[src/rtl/lcd_seq_ctrl.sv]
// lcd_seq_ctrl: write-only HD44780-style character-LCD sequencer.
// After a power-up delay it issues four initialisation commands. It then
// serialises byte writes from a single requester onto RS/RW/E/DATA.
//
// Handshake: a request transfers on a rising clk_clk edge where req_valid=1
// and req_ready=1. req_ready is a register and is high only in READY. A
// requester must hold req_valid/req_rs/req_data stable until the transfer.
// Those inputs are ignored at every other time.
module lcd_seq_ctrl #(
  parameter int INIT_WAIT_CYC  = 2_500_000,
  parameter int SETUP_CYC      = 4,
  parameter int E_HIGH_CYC     = 12,
  parameter int CMD_WAIT_CYC   = 2_500,
  parameter int CLEAR_WAIT_CYC = 100_000
) (
  input  logic       clk_clk,
  input  logic       reset_reset_n,
  input  logic       req_valid,
  input  logic       req_rs,
  input  logic [7:0] req_data,
  output logic       req_ready,
  output logic       init_done,
  output logic       lcd_rs,
  output logic       lcd_rw,
  output logic       lcd_e,
  output logic [7:0] lcd_data
);

  localparam logic [2:0] PWR_WAIT  = 3'd0;
  localparam logic [2:0] SETUP     = 3'd1;
  localparam logic [2:0] E_HIGH    = 3'd2;
  localparam logic [2:0] POST_WAIT = 3'd3;
  localparam logic [2:0] READY     = 3'd4;

  // Every state lasts (load + 1) cycles, so each load value is count-1.
  localparam logic [23:0] INIT_LD  = 24'(INIT_WAIT_CYC - 1);
  localparam logic [23:0] SETUP_LD = 24'(SETUP_CYC - 1);
  localparam logic [23:0] EH_LD    = 24'(E_HIGH_CYC - 1);
  localparam logic [23:0] CMD_LD   = 24'(CMD_WAIT_CYC - 1);
  localparam logic [23:0] CLEAR_LD = 24'(CLEAR_WAIT_CYC - 1);

  logic [2:0]  state;
  logic [23:0] cnt;
  logic [1:0]  init_idx;
  logic [1:0]  next_idx;
  logic        cnt_zero;
  logic        slow_cmd;
  logic [23:0] wait_ld;
  logic        accept;

  // Fixed initialisation command table.
  function automatic logic [7:0] init_cmd(input logic [1:0] idx);
    case (idx)
      2'd0:    init_cmd = 8'h38;
      2'd1:    init_cmd = 8'h0C;
      2'd2:    init_cmd = 8'h01;
      default: init_cmd = 8'h06;
    endcase
  endfunction

  assign lcd_rw = 1'b0;

  // Derive the exit condition, the post-write wait and the handshake.
  // The bus holds the byte being written, so it selects the wait.
  // Clear/home commands (RS=0, 0x01..0x03) need the long wait.
  always_comb begin
    cnt_zero = (cnt == 24'd0);
    next_idx = init_idx + 2'd1;
    slow_cmd = !lcd_rs && (lcd_data == 8'h01 || lcd_data == 8'h02 || lcd_data == 8'h03);
    wait_ld  = slow_cmd ? CLEAR_LD : CMD_LD;
    accept   = req_valid && req_ready;
  end

  // Sequencer FSM, shared down-counter and registered LCD/handshake outputs.
  always_ff @(posedge clk_clk or negedge reset_reset_n) begin
    if (!reset_reset_n) begin
      state     <= PWR_WAIT;
      cnt       <= INIT_LD;
      init_idx  <= 2'd0;
      lcd_rs    <= 1'b0;
      lcd_data  <= 8'h00;
      lcd_e     <= 1'b0;
      req_ready <= 1'b0;
      init_done <= 1'b0;
    end else begin
      case (state)
        PWR_WAIT: begin
          if (cnt_zero) begin
            state    <= SETUP;
            cnt      <= SETUP_LD;
            init_idx <= 2'd0;
            lcd_rs   <= 1'b0;
            lcd_data <= init_cmd(2'd0);
          end else begin
            cnt <= cnt - 24'd1;
          end
        end
        SETUP: begin
          if (cnt_zero) begin
            state <= E_HIGH;
            cnt   <= EH_LD;
            lcd_e <= 1'b1;
          end else begin
            cnt <= cnt - 24'd1;
          end
        end
        E_HIGH: begin
          if (cnt_zero) begin
            state <= POST_WAIT;
            cnt   <= wait_ld;
            lcd_e <= 1'b0;
          end else begin
            cnt <= cnt - 24'd1;
          end
        end
        POST_WAIT: begin
          if (cnt_zero) begin
            if (!init_done && init_idx != 2'd3) begin
              // Next initialisation command.
              state    <= SETUP;
              cnt      <= SETUP_LD;
              init_idx <= next_idx;
              lcd_rs   <= 1'b0;
              lcd_data <= init_cmd(next_idx);
            end else begin
              state     <= READY;
              req_ready <= 1'b1;
              init_done <= 1'b1;
            end
          end else begin
            cnt <= cnt - 24'd1;
          end
        end
        READY: begin
          if (accept) begin
            state     <= SETUP;
            cnt       <= SETUP_LD;
            lcd_rs    <= req_rs;
            lcd_data  <= req_data;
            req_ready <= 1'b0;
          end
        end
        default: begin
          state     <= PWR_WAIT;
          cnt       <= INIT_LD;
          lcd_e     <= 1'b0;
          req_ready <= 1'b0;
        end
      endcase
    end
  end

endmodule

[config.mk]
export PLATFORM = sky130hd
export DESIGN_NAME = lcd_seq_ctrl
export DESIGN_NICKNAME = d
export VERILOG_FILES = /design/src/rtl/lcd_seq_ctrl.sv
export SDC_FILE = /design/constraint.sdc
export NUM_CORES = 1
export LEC_CHECK = 0
export BUFFER_PORTS_ARGS = -buffer_cell sky130_fd_sc_hd__buf_2
export CAP_MARGIN = 20
export CORE_MARGIN = 4
export CORE_UTILIZATION = 63
export DETAILED_ROUTE_END_ITERATION = 8
export PLACE_DENSITY_LB_ADDON = 0.15
export SYNTH_ARGS = -nofsm -noshare
export SYNTH_HDL_FRONTEND = slang
export SYNTH_SLANG_ARGS = --single-unit
[constraint.sdc]
create_clock -name clk_clk -period 6.2 [get_ports clk_clk]
set_input_delay 1.24 -clock clk_clk [delete_from_list [all_inputs] [get_ports clk_clk]]
set_output_delay 1.24 -clock clk_clk [all_outputs]
set_load 0.01 [all_outputs]
==> qor.yml, run 1 <==
status:
  outcome: "finished, final reports clean"
power_and_ir_drop:
  p_per_area_nw_per_um2: 173
  vdd_ir_drop_max_mv: 0.128
  p_leak_nw: 1.10
  finalPower_mw: 0.449
global_route:
  overflow: 0
  antenna_found_initial: 0
  first_global_vias: 1993
  grt_max_degree: 42
  grt_pass1_wl_mm: 9.18
  grtUsageTotal_pct: 23.6
worst_setup_path:
  critPathSlowestCell: "dfrtp_1"
  cp.arrival_ns: 2.83
  cp-startpoint: "state[2]"
  r2r-start: "state[2]"
  critPathBufInv: 2
  worstRegToRegCells: 5
  worstPathRequired_ns: 6.38
  crit_chain: "inv_1 -> nand3_1 -> o31a_1 -> clkinv_2 -> a221o_1"
  r2r_slack_ns: 3.55
  setup.worst_path.end: "cnt[16]"
  worstReg2RegEnd: "cnt[16]"
  critPathCaptureType: "flop"
  critPathMaxStageDelay_ns: 0.78
  critPathLaunchType: "flop"
  cp.depth: 5
  cp_top_family: "compound AO/OA/AOI/OAI gates"
  crit_type: "flop to flop"
  cp_max_fo: 18
cells_and_area:
  num_antenna_cells: 0
  drive_gt1_share_pct: 19.6
  final_cell_mix: "nor2_1 (36), dfrtp_1 (29), buf_2 (24), nand2_1 (22)"
  regArea_um2: 1040
  stdcell_count: 334
  fillers: 306
  final_common_cell: "nor2_1"
  area_delta_synth_final_pct: 8.60
  multi_input_area_um2: 1240
  nNetsFinal: 302
logic_synthesis:
  synth.distinct_cells: 57
  syn_inst: 264
  synth_top_flop_cell: "dfrtp_1"
  netlist_area_um2: 2390
  synth_area_leaders: "dfrtp_1 (30%), dfstp_2 (13%), nor2_1 (5.7%)"
  yosys.area.top_type_share_pct: 30.4
  synth-edff-count: 0
  synth-seq-area-share_pct: 43.6
  avgSynthCellArea_um2: 9.04
  syn-num-nets: 281
  synth_area_leader_cell: "dfrtp_1"
  ys_ff_latch: 41
  synthArstFlopShare_pct: 100
  yosys_warnings: 0
floorplanning:
  die_area_um2: 4840
  rows: 22
  start_util_pct: 65.2
  die_x_um: 69.5
  ioPinCount: 25
  die_h_um: 69.5
  coreArea_um2: 3660
clocking:
  postCtsSetupBuffers: 0
  cts_tree: "built"
  cts.reportedPaths.clkPinSlew_ns: 0.08
  clockRootBuffer: "clkbuf_8"
  cts_buffers: 5
  cts_resized: 0
  insertion_delay_ns: 0.29
  cts_max_path_buffers: 2
  ctsHoldBuffers: 0
  cts.sinks: 41
  htree_levels: 2
place:
  portBuffers: 23
  place.gp.congestion: 0.882
  dpl.hpwl_mm: 3.85
  place_inst: 325
drt:
  postRouteAntennaNets: 0
  drtPass1Iterations: 4
  postRouteWirelength_mm: 5.49
  drt_iter0_drc: 110
  drc: 0
  avgViaCountPerCell: 6.25
  vias: 2087
  wire_per_inst_um: 16.4
hold_path:
  hold-path-cell-count: 1
  hold_class: "flop to flop"
timing:
  grt_setup_unrepaired: "false"
  worst_pin_slew_ns: 0.904
  fin_skew_ns: 0.00784
  max_freq_mhz: 378
  slew_violations: 0
  hold_viol_final: 0
  maxSlewHeadroom_pct: 39.7
  period_needed_ns: 2.65
  tns_ns: 0
  fin_crit_sh_pct: 42.7
  setup_viol_count_final: 0
run:
  cap_violations: 0
-- cells by family (layout without fill, tap and decap cells) --
group | Yosys count | count (layout) | share of synthesized area [%]
AOI/OAI and AO/OA | 77 | 77 | 22.0
xor gates and xnor gates | 1 | 1 | 0.367
adders and majority gates | 5 | 5 | 2.62
other | 1 | 1 | 0.157
buffers and inverters | 20 | 42 | 4.35
and+or+nand+nor | 115 | 115 | 25.1
muxes | 4 | 4 | 1.84
DFF | 41 | 41 | 43.6
-- sequential cells by signal, indices dropped and copies added (netlist names) --
signal,cells
cnt,24
state,3
lcd_e,1
lcd_rs,1
lcd_data,8
init_idx,2
req_ready,1
init_done,1
-- through the flow --
step | instance area [um^2] | hold slack [ns] | setup slack, ns | utilization [%]
after floorplan | 2390 | 0.442 | 3.81 | -
after CTS | 2580 | 0.486 | 3.51 | 70.6
after detailed placement | 2500 | 0.475 | 3.41 | 68.2
after global routing | 2590 | 0.521 | 3.41 | 70.8
after global placement | 2490 | 0.469 | 3.45 | 68.1
final | 2590 | 0.489 | 3.55 | 70.8
-- worst min-delay path by stage --
stage / start / end / slack [ns]
2_1_floorplan: cnt[23] / cnt[23] / 0.44
3_3_place_gp: cnt[12] / cnt[12] / 0.47
3_5_place_dp: cnt[12] / cnt[12] / 0.48
4_1_cts: cnt[12] / cnt[12] / 0.49
5_1_grt: cnt[23] / cnt[23] / 0.52
6_report: cnt[12] / cnt[12] / 0.49
-- layout make-up --
cell class	count	share of cell area, %
clock buffers	5	2.66
well taps	48	2.32
flip-flops and latches	41	40.2
clock inverters	3	0.676
inverters	9	1.35
repair buffers	25	4.93
multi-input cells	203	47.9
-- layer usage --
metal  wire length [um]  track usage [%]
met1               2430             30.6
met2               2670             39.6
met3                340             4.35
met4                 55             8.03
met5                  0                0
-- worst register-to-register path, delay by kind of cell (launching register included) --
family                 cells  cell delay (ns)
AO/OA/AOI/OAI              2             0.90
AND/OR/NAND/NOR            1             0.23
buffers and inverters      2             0.64
flip-flops                 1             0.78
-- synthesized netlist by cell type, types with 2 or more instances --
cell type  number
a311oi_1        2
a211oi_1        2
or4_1           2
nand3_1         6
o31a_1          2
inv_1           8
o31ai_1         3
dfstp_2        12
o22a_1          6
and2_1          2
clkbuf_1        5
dfrtp_1        29
nand2b_1        3
a221o_1         2
buf_6           3
o21a_1          4
nor3_1         19
nor2_1         36
nor4_1          5
a21oi_1        19
mux2_1          3
a31oi_1         3
ha_1            5
nand2_1        22
a22o_1          6
nand4_1         4
and3_1          3
o21ai_0        18
o2bb2ai_1       2
-- power breakdown --
group / internal, mW / switching (mW)
registers: 0.268 / 0
clock network: 0.0777 / 0.0948
logic: 0.00256 / 0.00623
total: 0.348 / 0.101
(Power assumes the default switching activity.)
==> run 2, diff against run 1 <==
--- a/config.mk
+++ b/config.mk
@@ -8,7 +8,7 @@
 export BUFFER_PORTS_ARGS = -buffer_cell sky130_fd_sc_hd__buf_2
 export CAP_MARGIN = 20
 export CORE_MARGIN = 4
-export CORE_UTILIZATION = 63
+export CORE_UTILIZATION = 53
 export DETAILED_ROUTE_END_ITERATION = 8
 export PLACE_DENSITY_LB_ADDON = 0.15
 export SYNTH_ARGS = -nofsm -noshare
==> constraint.sdc (replaced) <==
create_clock -name clk_clk -period 2.3 [get_ports clk_clk]
set_input_delay 0.46 -clock clk_clk [delete_from_list [all_inputs] [get_ports clk_clk]]
set_output_delay 0.46 -clock clk_clk [all_outputs]
set_load 0.01 [all_outputs]
==> qor.yml, run 2 (synthesis results as in run 1) <==
hold_path:
  hold_class: "input pin to async pin"
clocking:
  ctsHoldBuffers: 0
  htree_levels: 2
  cts_tree: "built"
  cts_max_path_buffers: 2
  clockRootBuffer: "clkbuf_8"
  cts_buffers: 5
  cts.sinks: 41
  insertion_delay_ns: 0.30
  cts.reportedPaths.clkPinSlew_ns: 0.08
timing:
  slew_violations: 0
  hold_viol_final: 0
  tns_ns: 0
  maxSlewHeadroom_pct: 63.0
  fin_hold_ws_ns: 0.0341
  fin_crit_sh_pct: 96.5
  setup_viol_count_final: 0
  period_needed_ns: 2.22
  worst_pin_slew_ns: 0.553
  fin_skew_ns: 0.0108
  max_freq_mhz: 450
global_route:
  grt_max_degree: 19
  grt_pass1_wl_mm: 9.76
  first_global_vias: 2057
  grtUsageTotal_pct: 22.8
  antenna_found_initial: 0
  overflow: 0
power_and_ir_drop:
  p_per_area_nw_per_um2: 442
  p_leak_nw: 1.24
  finalPower_mw: 1.28
  vdd_ir_drop_max_mv: 0.366
  p_comb_share_pct: 2.1
  switchingPower_mw: 0.276
  clkPwrFrac_pct: 41.5
  p_seq_share_pct: 56.5
  swShare_pct: 21.6
  p_int_mw: 1.00
cells_and_area:
  largest_reg_flops: 24
  fin_util_pct: 66.4
  drive_gt1_share_pct: 29.4
  final_cell_mix: "nor2_1 (35), dfrtp_1 (29), buf_4 (26), buf_2 (24), nand2_1 (22)"
  area_delta_synth_final_pct: 21.2
  nNetsFinal: 329
  final_common_cell: "nor2_1"
  reg_top3: "cnt: 24 flops, lcd_data: 8 flops, state: 3 flops"
  largest_register: "cnt"
  num_antenna_cells: 0
floorplanning:
  ioPinCount: 25
  coreArea_um2: 4350
  die_area_um2: 5640
  die_h_um: 75.1
  rows: 24
  die_x_um: 75.1
  start_util_pct: 54.8
worst_setup_path:
  critPathSlowestCell: "o31a_1"
  cp_top_family: "simple AND/OR/NAND/NOR gates"
  critPathCaptureType: "flop"
  crit_chain: "inv_2 -> ha_4 -> nor4b_4 -> nand3_2 -> or2_4 -> o31a_1 -> buf_6 -> o21a_1 -> o22a_1"
  worstPathRequired_ns: 2.53
  critPathMaxStageDelay_ns: 0.42
  crit_type: "flop to flop"
  cp_max_fo: 8
  critPathBufInv: 2
  cp.arrival_ns: 2.45
  critPathLaunchType: "flop"
drt:
  avgViaCountPerCell: 6.05
  postRouteWirelength_mm: 5.94
  postRouteAntennaNets: 0
  drt_iter0_drc: 181
  drc: 0
  wire_per_inst_um: 16.3
  vias: 2208
  drtPass1Iterations: 5
status:
  outcome: "finished, final reports clean"
place:
  dpl.hpwl_mm: 4.29
  portBuffers: 23
  place.gp.congestion: 0.919
run:
  cap_violations: 0
-- run 2: changes by cell type in the layout (fill, tap and decap cells not counted), sizes merged --
cell,change
buf,+27
clkbuf,+2
clkinv,-2
clkinvlp,-1
inv,+1
-- run 2: final timing paths --
path / start / endpoint / slack [ns] / cells past startpoint
setup reg to reg: cnt[0] / cnt[21] / 0.08 / 9
hold / removal: reset_reset_n / cnt[5] / 0.03 / 1
setup / recovery: cnt[0] / cnt[21] / 0.08 / 9
max in group asynchronous: reset_reset_n / cnt[2] / 1.65 / 2
min in group clk_clk: req_data[6] / lcd_data[6] / 0.38 / 2
hold reg to reg: cnt[12] / cnt[12] / 0.52 / 1
-- run 2: through the flow --
stage	worst slack, ns	area (um^2)	instances
after floorplan	0.140	2390	264
after global placement	0.113	2680	350
after global routing	-0.0129	2890	365
after CTS	0.0116	2780	358
after detailed placement	0.0602	2680	350
final	0.0798	2890	365
-- run 2: worst register-to-register path, delay by kind of cell (launching register included) --
kind,cells,cell delay (ns)
AND/OR/NAND/NOR,3,0.69
adder cells (fa/ha/maj),1,0.12
flip-flops,1,0.39
buffers and inverters,2,0.26
AO/OA/AOI/OAI,3,0.70
-- run 2: layout make-up --
cell class,instances,area (um^2)
fillers,381,1460
well taps,52,65.1
repair buffers,52,347
multi-input cells,203,1300
flip-flops and latches,41,1040
inverters,9,36.3
clock buffers,7,96.3
clock inverters,1,5.00
-- run 2: repair_timing --
action,in CTS,in global routing
hold endpoints to repair,0,0
gates resized for setup,0,14
setup buffers,0,6
endpoints found under the setup margin,0,31
-- run 2: layer usage --
| layer | GRT usage, % | part of all wire (%) | wire (um) |
|---|---|---|---|
| met5 | 0 | 0 | 0 |
| met4 | 6.92 | 2.5 | 148 |
| met3 | 4.41 | 5.2 | 312 |
| met2 | 38.3 | 49 | 2910 |
| met1 | 29.9 | 43 | 2570 |
-- run 2: power by group through the flow --
stage | logic [mW] | clock network (mW) | registers (mW)
after detailed placement | 0.0279 | 0 | 0.735
after global placement | 0.0272 | 0 | 0.735
final | 0.0267 | 0.530 | 0.721
after global routing | 0.0307 | 0.563 | 0.721
after floorplan | 0.00240 | 0 | 0.735
after CTS | 0.0280 | 0.539 | 0.721
